--- src/rtl/eth_frame_detector_mem_axi.sv ---
// AXI4-Lite slave bridging single-beat reads/writes onto the mem_req/mem_ack
// port of the eth_frame_loop script memory. One access in flight at a time,
// round-robin between write and read, early rejection of bad requests and a
// down-counting watchdog on the memory handshake.
//
// state     | meaning
// ----------+-----------------------------------------------------------
// ST_IDLE   | offer ready to one candidate; the cycle after the offer is
//           | the grant cycle, where the request is latched and checked
// ST_ACCESS | mem_req held high; wait for mem_ack or watchdog expiry
// ST_RESP   | bvalid/rvalid held with stable response until accepted
module eth_frame_detector_mem_axi #(
  parameter int C_AXI_WIDTH      = 32,
  parameter int C_AXI_ADDR_WIDTH = 16,
  parameter int C_MEM_ADDR_WIDTH = 15,
  parameter int C_TIMEOUT        = 1023
) (
  input  logic                          clk,
  input  logic                          rst_n,
  input  logic [C_AXI_ADDR_WIDTH-1:0]   s_axi_awaddr,
  input  logic                          s_axi_awvalid,
  output logic                          s_axi_awready,
  input  logic [C_AXI_WIDTH-1:0]        s_axi_wdata,
  input  logic [C_AXI_WIDTH/8-1:0]      s_axi_wstrb,
  input  logic                          s_axi_wvalid,
  output logic                          s_axi_wready,
  output logic [1:0]                    s_axi_bresp,
  output logic                          s_axi_bvalid,
  input  logic                          s_axi_bready,
  input  logic [C_AXI_ADDR_WIDTH-1:0]   s_axi_araddr,
  input  logic                          s_axi_arvalid,
  output logic                          s_axi_arready,
  output logic [C_AXI_WIDTH-1:0]        s_axi_rdata,
  output logic [1:0]                    s_axi_rresp,
  output logic                          s_axi_rvalid,
  input  logic                          s_axi_rready,
  output logic                          mem_req,
  output logic [C_MEM_ADDR_WIDTH-1:0]   mem_addr,
  output logic                          mem_wenable,
  output logic [C_AXI_WIDTH-1:0]        mem_wdata,
  input  logic [C_AXI_WIDTH-1:0]        mem_rdata,
  input  logic                          mem_ack
);

  // Timer holds C_TIMEOUT-1 down to 0, one count per ACCESS cycle.
  localparam int TW = (C_TIMEOUT > 1) ? $clog2(C_TIMEOUT) : 1;

  localparam logic [1:0] RESP_OKAY   = 2'b00;
  localparam logic [1:0] RESP_SLVERR = 2'b10;
  localparam logic [1:0] RESP_DECERR = 2'b11;

  localparam logic [C_MEM_ADDR_WIDTH-1:0] ALIGN_MASK =
    {{(C_MEM_ADDR_WIDTH-2){1'b1}}, 2'b00};
  localparam logic [C_AXI_WIDTH/8-1:0] STRB_FULL = '1;

  typedef enum logic [1:0] {
    ST_IDLE   = 2'd0,
    ST_ACCESS = 2'd1,
    ST_RESP   = 2'd2
  } state_t;

  state_t        state;
  logic [TW-1:0] timer;
  logic          last_wr;
  logic          wr_cand;
  logic          rd_cand;
  logic          aw_oor;
  logic          ar_oor;

  assign wr_cand = s_axi_awvalid & s_axi_wvalid;
  assign rd_cand = s_axi_arvalid;

  // Addresses beyond the memory window decode to nothing.
  if (C_AXI_ADDR_WIDTH > C_MEM_ADDR_WIDTH) begin : g_range
    assign aw_oor = |s_axi_awaddr[C_AXI_ADDR_WIDTH-1:C_MEM_ADDR_WIDTH];
    assign ar_oor = |s_axi_araddr[C_AXI_ADDR_WIDTH-1:C_MEM_ADDR_WIDTH];
  end else begin : g_full
    assign aw_oor = 1'b0;
    assign ar_oor = 1'b0;
  end

  // Main controller: arbitration, memory handshake, watchdog and responses.
  always_ff @(posedge clk or negedge rst_n) begin
    if (!rst_n) begin
      state         <= ST_IDLE;
      timer         <= '0;
      last_wr       <= 1'b0;
      s_axi_awready <= 1'b0;
      s_axi_wready  <= 1'b0;
      s_axi_arready <= 1'b0;
      s_axi_bresp   <= RESP_OKAY;
      s_axi_bvalid  <= 1'b0;
      s_axi_rdata   <= '0;
      s_axi_rresp   <= RESP_OKAY;
      s_axi_rvalid  <= 1'b0;
      mem_req       <= 1'b0;
      mem_addr      <= '0;
      mem_wenable   <= 1'b0;
      mem_wdata     <= '0;
    end else begin
      case (state)
        ST_IDLE: begin
          if (s_axi_awready && s_axi_awvalid && s_axi_wvalid) begin
            // Write grant cycle.
            s_axi_awready <= 1'b0;
            s_axi_wready  <= 1'b0;
            s_axi_arready <= 1'b0;
            last_wr       <= 1'b1;
            mem_addr      <= s_axi_awaddr[C_MEM_ADDR_WIDTH-1:0] & ALIGN_MASK;
            mem_wdata     <= s_axi_wdata;
            mem_wenable   <= 1'b1;
            s_axi_rdata   <= '0;
            if (aw_oor) begin
              s_axi_bresp  <= RESP_DECERR;
              s_axi_bvalid <= 1'b1;
              state        <= ST_RESP;
            end else if (s_axi_wstrb != STRB_FULL) begin
              // Partial writes are not supported by the script memory.
              s_axi_bresp  <= RESP_SLVERR;
              s_axi_bvalid <= 1'b1;
              state        <= ST_RESP;
            end else begin
              mem_req <= 1'b1;
              timer   <= TW'(C_TIMEOUT - 1);
              state   <= ST_ACCESS;
            end
          end else if (s_axi_arready && s_axi_arvalid) begin
            // Read grant cycle.
            s_axi_awready <= 1'b0;
            s_axi_wready  <= 1'b0;
            s_axi_arready <= 1'b0;
            last_wr       <= 1'b0;
            mem_addr      <= s_axi_araddr[C_MEM_ADDR_WIDTH-1:0] & ALIGN_MASK;
            mem_wdata     <= '0;
            mem_wenable   <= 1'b0;
            s_axi_rdata   <= '0;
            if (ar_oor) begin
              s_axi_rresp  <= RESP_DECERR;
              s_axi_rvalid <= 1'b1;
              state        <= ST_RESP;
            end else begin
              mem_req <= 1'b1;
              timer   <= TW'(C_TIMEOUT - 1);
              state   <= ST_ACCESS;
            end
          end else begin
            // Offer cycle: ready goes out registered, favouring the kind
            // that was not granted last when both are pending.
            s_axi_awready <= 1'b0;
            s_axi_wready  <= 1'b0;
            s_axi_arready <= 1'b0;
            if (wr_cand && (!rd_cand || !last_wr)) begin
              s_axi_awready <= 1'b1;
              s_axi_wready  <= 1'b1;
            end else if (rd_cand) begin
              s_axi_arready <= 1'b1;
            end
          end
        end

        ST_ACCESS: begin
          // An ack in the expiry cycle still completes the access.
          if (mem_ack) begin
            mem_req <= 1'b0;
            state   <= ST_RESP;
            if (mem_wenable) begin
              s_axi_bresp  <= RESP_OKAY;
              s_axi_bvalid <= 1'b1;
            end else begin
              s_axi_rdata  <= mem_rdata;
              s_axi_rresp  <= RESP_OKAY;
              s_axi_rvalid <= 1'b1;
            end
          end else if (timer == '0) begin
            mem_req <= 1'b0;
            state   <= ST_RESP;
            if (mem_wenable) begin
              s_axi_bresp  <= RESP_SLVERR;
              s_axi_bvalid <= 1'b1;
            end else begin
              s_axi_rdata  <= '0;
              s_axi_rresp  <= RESP_SLVERR;
              s_axi_rvalid <= 1'b1;
            end
          end else begin
            timer <= timer - TW'(1);
          end
        end

        ST_RESP: begin
          if ((s_axi_bvalid && s_axi_bready) || (s_axi_rvalid && s_axi_rready)) begin
            s_axi_bvalid <= 1'b0;
            s_axi_rvalid <= 1'b0;
            state        <= ST_IDLE;
          end
        end

        default: state <= ST_IDLE;
      endcase
    end
  end

endmodule

--- config.mk ---
export PLATFORM = sky130hd
export DESIGN_NAME = eth_frame_detector_mem_axi
export DESIGN_NICKNAME = d
export VERILOG_FILES = /design/src/rtl/eth_frame_detector_mem_axi.sv
export SDC_FILE = /design/constraint.sdc
export NUM_CORES = 1
export LEC_CHECK = 0
export CORE_MARGIN = 2
export CORE_UTILIZATION = 42
export DETAILED_ROUTE_END_ITERATION = 10
export PLACE_DENSITY_LB_ADDON = 0.15
export SETUP_SLACK_MARGIN = 0.1
export SKIP_CTS_REPAIR_TIMING = 1
export SLEW_MARGIN = 15
export SYNTH_ARGS = -nofsm -noshare
export SYNTH_HDL_FRONTEND = slang
export SYNTH_SLANG_ARGS = --single-unit
--- constraint.sdc ---
create_clock -name clk -period 2.3 [get_ports clk]
set_input_delay 0.345 -clock clk [delete_from_list [all_inputs] [get_ports clk]]
set_output_delay 0.345 -clock clk [all_outputs]
set_load 0.1 [all_outputs]
==> run_results.csv <==
group,metric,value,unit
run_status,status,"finished clean",
place,place_area,6200,sq um
synthesis,synth_seq_cells,99,
drt,first_pass_iters,6,
synthesis,netlist.area_leader.share,0.572,
min_path,hold_path.class,"in2async",
sta,fin_setup_tns,0,ns
setup_path,start_kind,"flop",
drt,drt_iter0_markers,180,
sta,finalSetupViolations,0,
drt,vias,3880,
final_layout,final_cell_area,6410,sq um
synthesis,synth_xor_area_frac,0,
setup_path,r2r_end,"s_axi_rdata[4]",
clock_tree,htree_levels,3,
sta,post-route-min-period,2.10,ns
floorplan,initial_core_util,0.425,
power,powerDensity,1480,nW/um^2
power,p_comb_frac,0.591,
floorplan,num_rows,37,
setup_path,critPathMaxFanout,64,
place,post-place-ws,0.0851,ns
sta,rsz0062_at_grt,"true",
synthesis,yosys-top-cells-area,"dfrtp_1, a22o_1, o21ai_0",
floorplan,ioPinCount,198,
synthesis,synth_largest_area_cell,"dfrtp_1",
synthesis,synth_flop_cell,"dfrtp_1",
global_routing,grt_pass1_vias,3840,
clock_tree,cts_buffers,9,
sta,fin_worst_skew,0.00778,ns
sta,finalCritPeriodShare,0.915,
final_layout,fin_nets,709,
power,p_total,9.46,mW
final_layout,stdcell_count,741,
synthesis,synth-compound-area-share,0.193,
synthesis,synthMuxAreaShare,0.0326,
setup_path,r2r-start,"timer[0]",
setup_path,rr_worst_depth,8,
setup_path,setup.worst_path.class,"reg2reg",
clock_tree,cts_buffer_depth,2,
synthesis,synth_warnings,0,
synthesis,synth_top_family_by_area,"compound AO/OA/AOI/OAI gates",
setup_path,crit_arrival,2.38,ns
global_routing,grt_antenna_before_repair,0,
place,hpwl,8420,um
power,swShare,0.562,
final_layout,nFillCells,834,
final_layout,syn2layout_area_growth,48.0,%
clock_tree,clockRootBuffer,"clkbuf_8",
place,place_inst,725,
drt,antenna_left,0,
run,drv_cap,0,
setup_path,crit_path_top_delay_cell,"dfrtp_1",
power,intPower,4.14,mW
sta,fin_ws,0.196,ns
setup_path,endpoint_kind,"flop",
synthesis,synth-simple-area-share,0.153,
power,pwr-share-clk,0.122,
clock_tree,cts_tree,"done",
setup_path,path_cells,"inv_1 -> ha_1 -> nor4b_4 -> a41oi_2 -> nor2_4 -> buf_12 -> nand3_1 -> o21ai_0",
synthesis,netlist_instances,416,
floorplan,dieArea,11100,sq um
global_routing,gr-usage-all-layers,0.216,
synthesis,ys_seq_area_frac,0.572,
final_layout,diodes,0,
drt,drcViolationCount,0,
setup_path,cp_data_required_time,2.58,ns
power,p_seq_frac,0.288,
synthesis,synth_edf_count,0,
place,gp_congestion,0.865,
global_routing,grt_max_degree,65,
synthesis,syn_avg_cell_area,10.4,sq um
sta,max_clock_freq,0.475,GHz
setup_path,slowest_delay,0.39,ns
synthesis,synthArstFlopShare,1.00,
power,p_leak,2.93,nW
setup_path,reg2reg_slack,0.20,ns
sta,worstMarginPinSlew,0.687,ns
drt,via_per_inst,5.24,
place,io_buffers,191,
clock_tree,cts_sinks,99,
final_layout,drive_above_1_share,0.215,
global_routing,grt_pass1_wl,19100,um
synthesis,synthAdderAreaFrac,0.00289,
drt,wirelength,11700,um
synthesis,syn_area,4330,sq um
sta,finalHoldViolCount,0,
setup_path,path_delay_family,"simple AND/OR/NAND/NOR gates",
floorplan,die_w,106,um
floorplan,core_area,10200,sq um
global_routing,grt_overflow_total,0,
clock_tree,clkTransAtPathRegs,0.09,ns
power,p_switching,5.32,mW
synthesis,ys_types,52,
floorplan,die_h,106,um
setup_path,crit_buf_inv,2,
power,ir_worst_vdd,0.00156,V
clock_tree,clkLatencyLatePin,0.36,ns
sta,slew_headroom,0.542,
drt,wl_per_cell,15.8,um
sta,slew_viol_final,0,
sequential cells by signal, indices dropped and copies added, names as in the netlist:
name / cells
mem_req: 1
s_axi_rdata: 32
s_axi_rvalid: 1
s_axi_rresp: 2
s_axi_wready: 1
mem_wdata: 32
s_axi_bvalid: 1
mem_addr: 13
last_wr: 1
s_axi_bresp: 2
state: 2
s_axi_arready: 1
timer: 10
worst max-delay path by stage:
stage	to	cells past startpoint	slack [ns]	from
after global routing	timer[3]	7	0.04	timer[1]
after global placement	timer[4]	6	0.13	mem_ack
after CTS	s_axi_rvalid	7	0.10	timer[0]
after detailed placement	timer[4]	6	0.09	mem_ack
after floorplan	s_axi_rdata[0]	5	0.24	s_axi_arready
final	s_axi_rdata[4]	8	0.20	timer[0]
final cells by class:
type                       instances  area [sq um]  share of cell area
sequential                        99          2480               0.387
timing repair buffer             205          1840               0.288
tap                              136           170              0.0265
multi-input combinational        276          1680               0.262
clock buffer                      12           155              0.0242
clock inverter                     4          48.8             0.00761
inverter                           9          33.8             0.00527
synthesized netlist by cell type, drive strengths merged, types with 4 or more instances:
cell type and n:
mux2i 13, o21ai 59, nand3 37, o21a 4, nor4 4, nand2 54
nor2 13, nand4 4, inv 9, dfrtp 99, a22o 33, buf 10
clkbuf 23, a21oi 8
power by group through the flow:
stage               clock network (mW)  logic [mW]  registers, mW
detailed placement                   0        5.62           2.72
floorplan                            0        1.19           5.78
CTS                               1.18        5.61           2.71
global route                      1.25        5.83           2.80
global placement                     0        5.57           2.71
finish                            1.15        5.59           2.72
metrics by stage:
step	utilization	hold slack, ns
5_1_grt	0.630	0.0702
2_1_floorplan	-	0.0494
4_1_cts	0.629	0.0313
3_5_place_dp	0.609	0.438
6_report	0.630	0.00982
3_3_place_gp	0.609	0.429
worst reg2reg max path: stages, from the launching register on:
cell and delay, ns:
dfrtp_1 0.39, inv_1 0.09, ha_1 0.26, nor4b_4 0.32, a41oi_2 0.30, nor2_4 0.19
buf_12 0.25, nand3_1 0.13, o21ai_0 0.09
cells by family after synthesis:
logic type / after synthesis
simple gates: 134
mux: 14
compound gates: 125
fa+ha+maj: 1
buf+inv: 42
other cells: 1
flops: 99
routing by layer:
layer  wire (um)  GRT usage  vias up
met4         354     0.0987        0
met2        5630      0.348      172
met3         988     0.0532       25
met1        4770      0.276     1832
li1            -          -     1851
met5           0          0        -
layout by cell type, fill, tap and decap left out, types with 3 or more instances in the layout:
cell type and instances:
a31oi_1 3, and3_1 3, nor2b_1 3, nand3_1 36, o21a_1 4, inv_1 9
a21oi_1 8, nor3_1 3, mux2i_1 13, buf_12 4, clkdlybuf4s50_1 102, buf_4 99
a22o_1 33, o21ai_1 4, nand4_1 4, nor4_1 4, nand2_1 54, nor2_1 11
dfrtp_1 98, o21ai_0 54, clkbuf_8 11
No activity file was read; power rests on OpenSTA's default activity.
